### config.mk
export PLATFORM = sky130hd
export DESIGN_NAME = uart_word_loader
export DESIGN_NICKNAME = d
export VERILOG_FILES = /design/src/rtl/uart_word_loader.sv
export SDC_FILE = /design/constraint.sdc
export NUM_CORES = 1
export LEC_CHECK = 0
export BUFFER_PORTS_ARGS = -buffer_cell sky130_fd_sc_hd__buf_2
export CAP_MARGIN = 20
export CORE_UTILIZATION = 45
export CTS_BUF_LIST = sky130_fd_sc_hd__clkbuf_16
export DETAILED_ROUTE_END_ITERATION = 8
export PLACE_DENSITY = 0.73
export SLEW_MARGIN = 10
export SYNTH_ARGS = -nofsm -noshare
export SYNTH_HDL_FRONTEND = slang
export SYNTH_SLANG_ARGS = --single-unit
export TNS_END_PERCENT = 10
### constraint.sdc
create_clock -name clk -period 3.4 [get_ports clk]
set_input_delay 0.34 -clock clk [delete_from_list [all_inputs] [get_ports clk]]
set_output_delay 0.34 -clock clk [all_outputs]
set_load 0.05 [all_outputs]
### src/rtl/uart_word_loader.sv
// uart_word_loader: parses a length header from UART bytes and writes packed LE words to memory
module uart_word_loader #(
  parameter int ADDR_WIDTH     = 16,
  parameter int BASE_ADDR      = 0,
  parameter int TIMEOUT_CYCLES = 262143
) (
  input  logic                  clk,
  input  logic                  rst_n,
  input  logic                  rx_update,
  input  logic [7:0]            rx_byte,
  output logic                  mem_valid,
  input  logic                  mem_ready,
  output logic [ADDR_WIDTH-1:0] mem_addr,
  output logic [31:0]           mem_wdata,
  output logic                  busy,
  output logic                  done,
  output logic                  overrun,
  output logic                  timeout
);
  typedef enum logic [2:0] {HDR0, HDR1, DATA, DRAIN, FIN} state_t;
  state_t                state_q, state_d;
  logic [15:0]           len_q, len_d, word_cnt_q, word_cnt_d;
  logic [23:0]           asm_q, asm_d;
  logic [1:0]            byte_idx_q, byte_idx_d;
  logic [19:0]           idle_q, idle_d;
  logic                  armed_q, armed_d, upd_prev_q, upd_prev_d;
  logic                  mem_valid_q, mem_valid_d, done_q, done_d;
  logic                  overrun_q, overrun_d, timeout_q, timeout_d;
  logic [ADDR_WIDTH-1:0] mem_addr_q, mem_addr_d;
  logic [31:0]           mem_wdata_q, mem_wdata_d;
  logic                  byte_evt, idle_run, idle_hit;
  assign byte_evt  = armed_q & (rx_update ^ upd_prev_q);
  assign idle_run  = (state_q == HDR1) || (state_q == DATA);
  assign idle_hit  = idle_run && !byte_evt && (idle_q + 20'd1 == 20'(TIMEOUT_CYCLES));
  assign mem_valid = mem_valid_q;
  assign mem_addr  = mem_addr_q;
  assign mem_wdata = mem_wdata_q;
  assign busy      = (state_q == HDR1) || (state_q == DATA) || (state_q == DRAIN);
  assign done      = done_q;
  assign overrun   = overrun_q;
  assign timeout   = timeout_q;
  // Next-state: header parse, word packing, write handshake and idle timeout
  always_comb begin
    state_d     = state_q;
    len_d       = len_q;
    asm_d       = asm_q;
    byte_idx_d  = byte_idx_q;
    word_cnt_d  = word_cnt_q;
    armed_d     = 1'b1;
    upd_prev_d  = rx_update;
    mem_valid_d = mem_valid_q & ~mem_ready;
    mem_addr_d  = mem_addr_q;
    mem_wdata_d = mem_wdata_q;
    done_d      = done_q | (state_q == FIN);
    overrun_d   = overrun_q;
    timeout_d   = timeout_q | idle_hit;
    idle_d      = (byte_evt || !idle_run || idle_hit) ? 20'd0 : idle_q + 20'd1;
    case (state_q)
      HDR0: if (byte_evt) begin
        len_d[7:0] = rx_byte;
        state_d    = HDR1;
      end
      HDR1: if (byte_evt) begin
        len_d[15:8] = rx_byte;
        state_d     = ({rx_byte, len_q[7:0]} == 16'd0) ? FIN : DATA;
        byte_idx_d  = 2'd0;
        word_cnt_d  = 16'd0;
      end
      DATA: if (byte_evt) begin
        asm_d      = {rx_byte, asm_q[23:8]};
        byte_idx_d = byte_idx_q + 2'd1;
        if (byte_idx_q == 2'd3) begin
          if (!mem_valid_q || mem_ready) begin
            mem_valid_d = 1'b1;
            mem_wdata_d = {rx_byte, asm_q};
            mem_addr_d  = ADDR_WIDTH'(BASE_ADDR) + ADDR_WIDTH'({word_cnt_q, 2'b00});
          end else begin
            overrun_d = 1'b1;
          end
          word_cnt_d = word_cnt_q + 16'd1;
          state_d    = (word_cnt_q + 16'd1 == len_q) ? DRAIN : DATA;
        end
      end
      DRAIN: state_d = mem_valid_q ? DRAIN : FIN;
      default: ;
    endcase
    if (idle_hit) begin
      state_d    = HDR0;
      byte_idx_d = 2'd0;
    end
  end
  // State registers with asynchronous active-low reset
  always_ff @(posedge clk or negedge rst_n) begin
    if (!rst_n) begin
      state_q     <= HDR0;
      len_q       <= '0;
      asm_q       <= '0;
      byte_idx_q  <= '0;
      word_cnt_q  <= '0;
      idle_q      <= '0;
      armed_q     <= 1'b0;
      upd_prev_q  <= 1'b0;
      mem_valid_q <= 1'b0;
      mem_addr_q  <= ADDR_WIDTH'(BASE_ADDR);
      mem_wdata_q <= '0;
      done_q      <= 1'b0;
      overrun_q   <= 1'b0;
      timeout_q   <= 1'b0;
    end else begin
      state_q     <= state_d;
      len_q       <= len_d;
      asm_q       <= asm_d;
      byte_idx_q  <= byte_idx_d;
      word_cnt_q  <= word_cnt_d;
      idle_q      <= idle_d;
      armed_q     <= armed_d;
      upd_prev_q  <= upd_prev_d;
      mem_valid_q <= mem_valid_d;
      mem_addr_q  <= mem_addr_d;
      mem_wdata_q <= mem_wdata_d;
      done_q      <= done_d;
      overrun_q   <= overrun_d;
      timeout_q   <= timeout_d;
    end
  end
endmodule

==> summary.md, run 1 <==
| Metric | Value |
|---|---|
| CTS clk-pin slew, worst paths | 0.06 ns |
| Met3 GRT Util | 5.377% |
| Max cap viols | 0 |
| Worst skew pair latency | 0.41 ns |
| Util after Layout | 54.55% |
| Die X | between 100 and 150 µm |
| Reg2reg path depth | 7 |
| # setup viols final | 0 |
| Initial Util | ~47% |
| Gpl congestion | roughly 0.9 |
| Fin Setup TNS | 0 ns |
| Die area | between 10000 and 15000 µm² |
| Crit start category | flip-flop |
| DR vias | 4703 |
| # rows | 42 |
| Busiest grt layer | met2 |
| R2R Path Start | idle_q[0] |
| Syn. warnings | 0 |
| Sequential power share | between 40% and 50% |
| F_max | around 380 MHz |
| Post-layout min period | ~2.7 ns |
| Cell at the slowest stage of the critical path | or4_1 |
| Worst R2R End | timeout |
| Avg Inst Size Synth | approximately 11 µm² |
| Synth cell types | 66 |
| Switching portion of total power | 25.80% |
| Worst Hold Class | in2async |
| Fin crit share | 78.40% |
| Worst Max-Slew Pin Slew | between 0.8 and 0.9 ns |
| Arrival time worst endpoint | between 3 and 4 ns |
| CTS tree | done |
| Post-Syn Instances | between 500 and 600 |
| Fin nets | 666 |
| Fraction of registers with async set/reset | 100.0% |
| Endpoints failing hold | 0 |
| Post-synth top flop | dfrtp_1 |
| Final Skew | roughly 0.0063 ns |
| WS Path Type | reg2reg |
| Crit. End Element | flip-flop |
| Post-route DRC violation count | 0 |
| Area delta synth->final | 16.25% |
| Max Slew Vio Count | 0 |
| Deepest clock path buffer count | 2 |
| Postcts setup bufs | 0 |
| Switching component of the power | 1.098 mW |
| Sequential share of the synthesized area | 52.52% |
| Comb pwr share | 11.4% |
| RSZ-0062 raised after global routing | no |
| Post-DP HPWL | 9388 µm |
| Cell Pwr Density | about 580 nW/µm² |
| Die H | about 120 µm |
| Area contributors post-synth | dfrtp_1 53%, mux2_2 11%, nand2_1 5.8% |
| Initial antenna violation count | 0 |
| Maximum vdd drop | just under 400 µV |
| CP cell instances | ha_1 -> nand3_2 -> or4_1 -> o21ai_0 -> nand4_1 -> nor4_1 -> or2_2 |
| Final ANT Viol Nets | 0 |
| DRT iter0 DRCs | around 250 |
| Maximum fanout along the worst path | 8 |
| Vias/cell | between 5 and 6 |
| Rel. slew slack | roughly two fifths |
| Most frequent cell after synthesis | dfrtp_1 |
| Tot GR Track Use | just over 20% |
| Post-synth EDFFs | 0 |
| # hold bufs at CTS | 0 |
| Post-Syn Area | approximately 6300 µm² |
| Synth Register Bits | roughly 130 |
| First-pass GRT wire length | 22890 µm |
| Total wire length | roughly 13000 µm |
| I/O Pins | 65 |
| Port buffer count | 62 |
| CTS Sinks | roughly 130 |
| WP data required | between 3 and 4 ns |
| Root Buffer | clkbuf_16 |
| Synth area leader | dfrtp_1 |
| Met1 Resource Use GR | between 20% and 30% |
| WL per Instance | roughly 16 µm |
| Layout cell share with drive strength beyond 1 | 27.79% |
| Core ar. | ~14000 µm² |
| Leak Pwr | 3.488 nW |
| Clock Power Share | 42.4% |
| M2 GR Usage | approximately a third |
| R2R Setup Slk | roughly 0.73 ns |
| H-tree depth | 4 |
| Clock buffer count from CTS | 17 |
| Post-CTS sizing | 0 |
| Pint | approximately 3.2 mW |
| Largest net degree at the start of global routing | 70 |
| Status | complete, no violations |
| Number of global-route vias before repair | 4555 |
| Ant diodes | 0 |
| Synth cell count leaders | 133 x dfrtp_1, 98 x nand2_1, 62 x mux2_2 |
| Max incr delay on CP | about 0.53 ns |
| GR Overflow Total | 0 |
| TritonRoute pass-1 iters | 5 |
| Share of the synthesized area in the top cell type | a little over half |
cells in the final DEF (no fill, tap or decap), drive strengths merged, types with 12 or more instances in the layout:
master / n
a21oi: 15
buf: 71
clkbuf: 17
dfrtp: 133
inv: 12
mux2: 62
nand2: 98
nand3: 17
nor2: 40
nor4: 12
o21ai: 23
o31ai: 13
xnor2: 15
xor2: 13
layer usage:
layer	routed length, µm	up-vias	part of all wire, %
met2	6396	154	47
met1	6141	2308	46
met4	238	0	1.8
met5	0	-	0
met3	703	25	5.2
li1	-	2216	-
area by class of cell:
| cell class | instances | area, µm² |
|---|---|---|
| sequential | 133 | 3328 |
| inverter | 9 | 33.78 |
| fill | 1177 | 6138 |
| timing repair buffer | 71 | 380.4 |
| clock buffer | 17 | 425.4 |
| clock inverter | 14 | 161.4 |
| multi-input combinational | 418 | 2818 |
| tap | 176 | 220.2 |
power groups by stage:
stage | Clock [mW] | Combinational (mW) | Sequential, mW
after global placement | 0 | 0.464 | 1.98
after CTS | 1.84 | 0.487 | 1.96
after floorplan | 0 | 0.388 | 1.92
after global routing | 1.91 | 0.542 | 2.00
final | 1.80 | 0.485 | 1.97
after detailed placement | 0 | 0.483 | 1.99
worst max-delay path by stage:
stage | end | startpoint | slack, ns
after detailed placement | idle_q[9] | idle_q[0] | 0.80
after global routing | idle_q[9] | idle_q[0] | 0.56
after CTS | idle_q[9] | idle_q[0] | 0.76
after floorplan | idle_q[15] | idle_q[0] | 0.95
after global placement | timeout | idle_q[4] | 0.86
final | timeout | idle_q[0] | 0.73
per-stage QoR:
| stage | worst slack [ns] | cells | cell area [µm²] | total power [mW] | hold slack, ns |
|---|---|---|---|---|---|
| after global placement | 0.8555 | 807 | 6780 | 2.444 | 0.4370 |
| after floorplan | 0.9519 | 595 | 6341 | 2.305 | 0.04441 |
| after CTS | 0.7591 | 838 | 7367 | 4.293 | 0.03967 |
| after global routing | 0.5636 | 838 | 7367 | 4.451 | 0.04260 |
| after detailed placement | 0.8027 | 807 | 6780 | 2.475 | 0.4434 |
| final | 0.7343 | 838 | 7367 | 4.255 | 0.02734 |
critical path, delay by kind of cell, from the launching register on:
family | cells | cell delay (ns)
AND/OR/NAND/NOR | 5 | 1.55
flip-flops | 1 | 0.42
AO/OA/AOI/OAI | 1 | 0.33
adder cells (fa/ha/maj) | 1 | 0.30
cells by family after synthesis:
logic type | after synthesis | synth area share, %
XOR/XNOR | 28 | 3.870
AND/OR/NAND/NOR | 232 | 18.68
AO/OA/AOI/OAI | 87 | 9.595
other | 2 | 0.1185
adder cells (fa/ha/maj) | 4 | 0.7898
buffers and inverters | 44 | 3.099
flip-flops | 133 | 52.52
multiplexers | 64 | 11.33
state kept, by name, indices dropped and copies added, names as in the netlist:
name	cells
armed_q	1
len_q	16
asm_q	24
byte_idx_q	2
mem_addr	14
overrun	1
mem_valid	1
state_q	3
idle_q	20
word_cnt_q	16
mem_wdata	32
done	1
timeout	1
upd_prev_q	1
(Power assumes the default switching activity.)
==> inputs of run 2 (changes only) <==
==> constraint.sdc (replaced) <==
create_clock -name clk -period 2.8 [get_ports clk]
set_input_delay 0.28 -clock clk [delete_from_list [all_inputs] [get_ports clk]]
set_output_delay 0.28 -clock clk [all_outputs]
set_load 0.05 [all_outputs]
==> run 2 against run 1 <==
Net effect:
- sequential cell count unchanged
- fmax rose by 3.4%
- sequential share of layout area down 0.63 points
- sequential power is 20% higher
- largest power group unchanged
- worst setup slack worse by 0.51 ns
==> summary.md, run 2 (synthesized netlist as in run 1, its figures left out) <==
| Metric | Value |
|---|---|
| Core ar. | 13510 µm² |
| R2R Path Start | idle_q[0] |
| CTS Sinks | 133 |
| TritonRoute pass-1 iters | 5 |
| Ant diodes | 0 |
| Die X | around 120 µm |
| WS Path Type | reg2reg |
| Commonest non-fill, non-tap cell in the layout | dfrtp_1 |
| Worst Hold Class | in2reg |
| F_max | 388.0 MHz |
| Tot GR Track Use | about a fifth |
| Rel. slew slack | about half |
| Postcts setup bufs | 0 |
| Worst skew pair latency | roughly 0.42 ns |
| Final ANT Viol Nets | 0 |
| Layout cell share with drive strength beyond 1 | 28.44% |
| Area delta synth->final | 17.89% |
| CP startpoint | idle_q[0] |
| Post-route DRC violation count | 0 |
| CTS clk-pin slew, worst paths | about 0.06 ns |
| Crit start category | flip-flop |
| Max reg flops | 32 |
| Sequential power share | between 40% and 50% |
| Fin crit share | just over 90% |
| Pint | 3.865 mW |
| Fin Setup TNS | 0 ns |
| Switching portion of total power | 26.57% |
| GR Overflow Total | 0 |
| Die H | ~120 µm |
| Multi-input logic area | 2824 µm² |
| Max cap viols | 0 |
| Comb pwr share | around an eighth |
| H-tree depth | 4 |
| Worst R2R End | idle_q[10] |
| Post-layout min period | about 2.6 ns |
| Total wire length | 13850 µm |
| Post-DP HPWL | 9631 µm |
| Util after Layout | about 55% |
| Number of global-route vias before repair | between 4000 and 5000 |
| Max Slew Vio Count | 0 |
| Initial antenna violation count | 0 |
| Crit. End Element | flip-flop |
| Port buffer count | 62 |
| I/O Pins | 65 |
| Maximum vdd drop | around 460 µV |
| First-pass GRT wire length | 23530 µm |
| Fin nets | about 670 |
| CTS tree | done |
| Cell Pwr Density | between 700 and 800 nW/µm² |
| Initial Util | 46.92% |
| Root Buffer | clkbuf_16 |
| CP cell instances | ha_1 -> nand3_2 -> or4bb_1 -> a211oi_2 -> o22ai_2 -> o31ai_4 -> buf_4 -> a21oi_1 |
| Die area | 14560 µm² |
| DRT iter0 DRCs | between 500 and 600 |
| WL per Instance | approximately 16 µm |
| Reg2reg path depth | 8 |
| Deepest clock path buffer count | 2 |
| Status | complete, no violations |
| Largest net degree at the start of global routing | 48 |
| Vias/cell | between 5 and 6 |
| Final Skew | between 0.01 and 0.015 ns |
| Clock buffer count from CTS | 17 |
| Storage element area | 3328 µm² |
| Maximum fanout along the worst path | 9 |
| Commonest non-fill, non-tap cells in the layout | 133 x dfrtp_1, 98 x nand2_1, 62 x mux2_2 |
| WP data required | a little over 3 ns |
| Leak Pwr | 3.532 nW |
| Worst Max-Slew Pin Slew | around 0.75 ns |
| Switching component of the power | 1.399 mW |
| Endpoints failing hold | 0 |
| # setup viols final | 0 |
| # rows | between 40 and 50 |
| R2R Setup Slk | approximately 0.22 ns |
| Gpl congestion | around 0.9 |
| RSZ-0062 raised after global routing | no |
| Clock Power Share | 43.1% |
| Arrival time worst endpoint | about 2.9 ns |
| Fillers | 1112 |
| Cell at the slowest stage of the critical path | or4bb_1 |
| Max incr delay on CP | around 0.52 ns |
| DR vias | 4768 |
| Setup crit end | idle_q[10] |
## run 2: what timing repair did
action | CTS | global route
hold endpoints to repair | 45 | 0
endpoints found under the setup margin | 0 | 16
hold buffers | 2 | 0
gates resized for setup | 0 | 2
## run 2: worst min path at each step
| stage | startpoint | endpoint | slack (ns) | cells past startpoint |
|---|---|---|---|---|
| floorplan | rst_n | armed_q | -0.02 | 0 |
| global placement | rst_n | mem_valid | 0.32 | 1 |
| detailed placement | rst_n | mem_valid | 0.34 | 1 |
| CTS | rx_byte[7] | asm_q[23] | 0.11 | 3 |
| global route | rx_byte[7] | asm_q[23] | 0.12 | 3 |
| finish | rx_byte[7] | asm_q[23] | 0.12 | 3 |
## run 2: metal layers
layer | vias to the layer above | routed length, µm | track usage, %
li1 | 2225 | - | -
met5 | - | 0 | 0
met1 | 2402 | 5994 | 27.52
met3 | 10 | 823 | 4.858
met4 | 0 | 180 | 8.025
met2 | 131 | 6849 | 33.66
## run 2: layout make-up
| cell class | count | area share (%) |
|---|---|---|
| clock inverter | 15 | 2.395 |
| clock buffer | 17 | 5.694 |
| tap | 176 | 2.948 |
| inverter | 9 | 0.4522 |
| sequential | 133 | 44.55 |
| multi-input combinational | 418 | 37.80 |
| timing repair buffer | 76 | 6.163 |
## run 2: worst max-delay path, delay by kind of cell, from the launching register on
family / cells / cell delay [ns]
adder cells (fa/ha/maj): 1 / 0.30
buffers and inverters: 1 / 0.23
flip-flops: 1 / 0.43
AO/OA/AOI/OAI: 4 / 0.79
AND/OR/NAND/NOR: 2 / 0.70
## run 2: per-stage QoR
stage	area, µm²	hold slack, ns	setup slack (ns)	std cells	power, mW
6_report	7471	0.1225	0.2228	844	5.263
2_1_floorplan	6341	-0.01559	0.3519	595	2.799
3_5_place_dp	6840	0.3394	0.2055	810	3.026
5_1_grt	7471	0.1236	0.05868	844	5.495
3_3_place_gp	6840	0.3221	0.3331	810	2.988
4_1_cts	7465	0.1051	0.1874	844	5.316
## run 2: power by group through the flow
stage          clock network [mW]  logic (mW)  registers, mW
6_report                     2.27       0.621           2.37
5_1_grt                      2.39       0.701           2.41
4_1_cts                      2.32       0.627           2.37
3_5_place_dp                    0       0.621           2.41
3_3_place_gp                    0       0.600           2.39
2_1_floorplan                   0       0.471           2.33
==> inputs of run 3 (changes only) <==
--- a/config.mk
+++ b/config.mk
@@ -11,6 +11,7 @@
 export CTS_BUF_LIST = sky130_fd_sc_hd__clkbuf_16
 export DETAILED_ROUTE_END_ITERATION = 8
 export PLACE_DENSITY = 0.73
+export RECOVER_POWER = 50
 export SLEW_MARGIN = 10
 export SYNTH_ARGS = -nofsm -noshare
 export SYNTH_HDL_FRONTEND = slang
==> run 3 against run 2 <==
Net effect:
- total power hardly changed
- clock skew about the same
- die area is the same
- final cell count is the same
- critical path depth unchanged
- worst setup slack improved by 0.0084 ns
- largest cell class unchanged
==> summary.md, run 3 (synthesized netlist as in run 1, its figures left out) <==
| Metric | Value |
|---|---|
| Initial Util | a little under half |
| Gpl congestion | about 0.9 |
| Comb pwr share | a little under an eighth |
| Clock buffer count from CTS | 17 |
| Clock Power Share | between 40% and 50% |
| Total wire length | about 14000 µm |
| Switching component of the power | around 1.4 mW |
| GR Overflow Total | 0 |
| Post-DP HPWL | between 9000 and 10000 µm |
| Final Skew | between 0.01 and 0.015 ns |
| Pint | roughly 3.9 mW |
| H-tree depth | 4 |
| Fin Setup TNS | 0 ns |
| Worst skew pair latency | roughly 0.42 ns |
| I/O Pins | 65 |
| Number of global-route vias before repair | 4691 |
| Placed cell area | 6840 µm² |
| Leak Pwr | approximately 3.4 nW |
| Worst setup margin | between 0.2 and 0.25 ns |
| Port buffer count | between 60 and 70 |
| Crit. End Element | flip-flop |
| Post-route cell area | ~7400 µm² |
| Final ANT Viol Nets | 0 |
| TritonRoute pass-1 iters | 5 |
| Deepest clock path buffer count | 2 |
| Largest net degree at the start of global routing | between 40 and 50 |
| Final hold slack | approximately 0.12 ns |
| F_max | approximately 390 MHz |
| Maximum fanout along the worst path | 9 |
| Root Buffer | clkbuf_16 |
| Fin crit share | about 90% |
| Sequential power share | a little under half |
| Rel. slew slack | 23.50% |
| Switching portion of total power | between 20% and 30% |
| CTS Sinks | 133 |
| Worst Max-Slew Pin Slew | 1.148 ns |
| RSZ-0062 raised after global routing | no |
| Fin nets | between 600 and 700 |
| # setup viols final | 0 |
| WP data required | just over 3 ns |
| WS Path Type | reg2reg |
| Worst Hold Class | in2reg |
| Tot GR Track Use | between 20% and 30% |
| Die area | ~15000 µm² |
| Area delta synth->final | 17.04% |
| Post-layout min period | around 2.6 ns |
| Status | complete, no violations |
| Max cap viols | 0 |
| WL per Instance | approximately 16 µm |
| CTS clk-pin slew, worst paths | around 0.060 ns |
| DR vias | approximately 4800 |
| Max Slew Vio Count | 0 |
| Max reg flops | 32 |
| Post-route DRC violation count | 0 |
| DRT iter0 DRCs | between 400 and 500 |
| Core ar. | 13510 µm² |
| Crit start category | flip-flop |
| Maximum vdd drop | 460.6 µV |
| # rows | 42 |
| Die X | 120.7 µm |
| Commonest non-fill, non-tap cell in the layout | dfrtp_1 |
| First-pass GRT wire length | between 20000 and 25000 µm |
| Initial antenna violation count | 0 |
| Endpoints failing hold | 0 |
| Ant diodes | 0 |
| Layout cell share with drive strength beyond 1 | between 20% and 30% |
| Commonest non-fill, non-tap cells in the layout | 133 x dfrtp_1, 98 x nand2_1, 62 x mux2_2 |
| Cell Pwr Density | 709.6 nW/µm² |
| Vias/cell | 5.668 |
| Pre-CTS setup slack | 0.2055 ns |
| Arrival time worst endpoint | 2.85 ns |
| Die H | between 100 and 150 µm |
| CTS tree | done |
==> run 3: cell count changes in the layout (fill, tap and decap cells not counted) <==
cell	delta
clkbuf_2	+2
buf_4	-3
buf_2	-23
buf_12	-1
clkbuf_1	+25
==> run 3: final cells by class <==
type,count,area [µm²]
timing repair buffer,76,406.6
clock inverter,15,178.9
sequential,133,3328
fill,1126,6088
clock buffer,17,425.4
multi-input combinational,418,2824
inverter,9,33.78
tap,176,220.2
==> run 3: per-stage QoR <==
step | power [mW] | cells | util (%)
after floorplan | 2.799 | 595 | -
after global placement | 2.988 | 810 | 50.65
after detailed placement | 3.026 | 810 | 50.65
after CTS | 5.316 | 844 | 55.27
after global routing | 5.490 | 844 | 54.92
final | 5.263 | 844 | 54.92
==> run 3: final timing paths <==
kind / endpoint / cells past startpoint / slack [ns] / startpoint
max in group asynchronous: word_cnt_q[14] / 3 / 0.53 / rst_n
hold reg to reg: done / 1 / 0.46 / done
hold / removal: asm_q[23] / 3 / 0.12 / rx_byte[7]
setup / recovery: idle_q[10] / 8 / 0.23 / idle_q[0]
min in group asynchronous: mem_valid / 2 / 0.61 / rst_n
setup reg to reg: idle_q[10] / 8 / 0.23 / idle_q[0]
==> run 3: critical path, cell delays in order (launching register included) <==
cell and delay, ns:
dfrtp_1 0.43, ha_1 0.30, nand3_2 0.18, or4bb_1 0.52, a211oi_2 0.27, o22ai_2 0.16, o31ai_4 0.30, buf_4 0.22
a21oi_1 0.06
==> run 3: metal layers <==
| metal | vias up | share of wire, % | track usage [%] |
|---|---|---|---|
| li1 | 2233 | - | - |
| met1 | 2382 | 45 | 27.52 |
| met2 | 155 | 48 | 33.66 |
| met3 | 14 | 5.2 | 4.858 |
| met4 | 0 | 1.5 | 8.025 |
| met5 | - | 0 | 0 |
==> run 3: power by group through the flow <==
stage / clock [mW] / sequential (mW) / combinational [mW]
finish: 2.27 / 2.37 / 0.620
detailed placement: 0 / 2.41 / 0.621
floorplan: 0 / 2.33 / 0.471
CTS: 2.32 / 2.37 / 0.627
global route: 2.39 / 2.41 / 0.695
global placement: 0 / 2.39 / 0.600
==> run 3: what timing repair did <==
item	CTS	global route
hold endpoints to repair	45	0
gates resized for setup	0	2
setup endpoints to repair	0	16
hold buffers	2	0
setup buffers	0	0
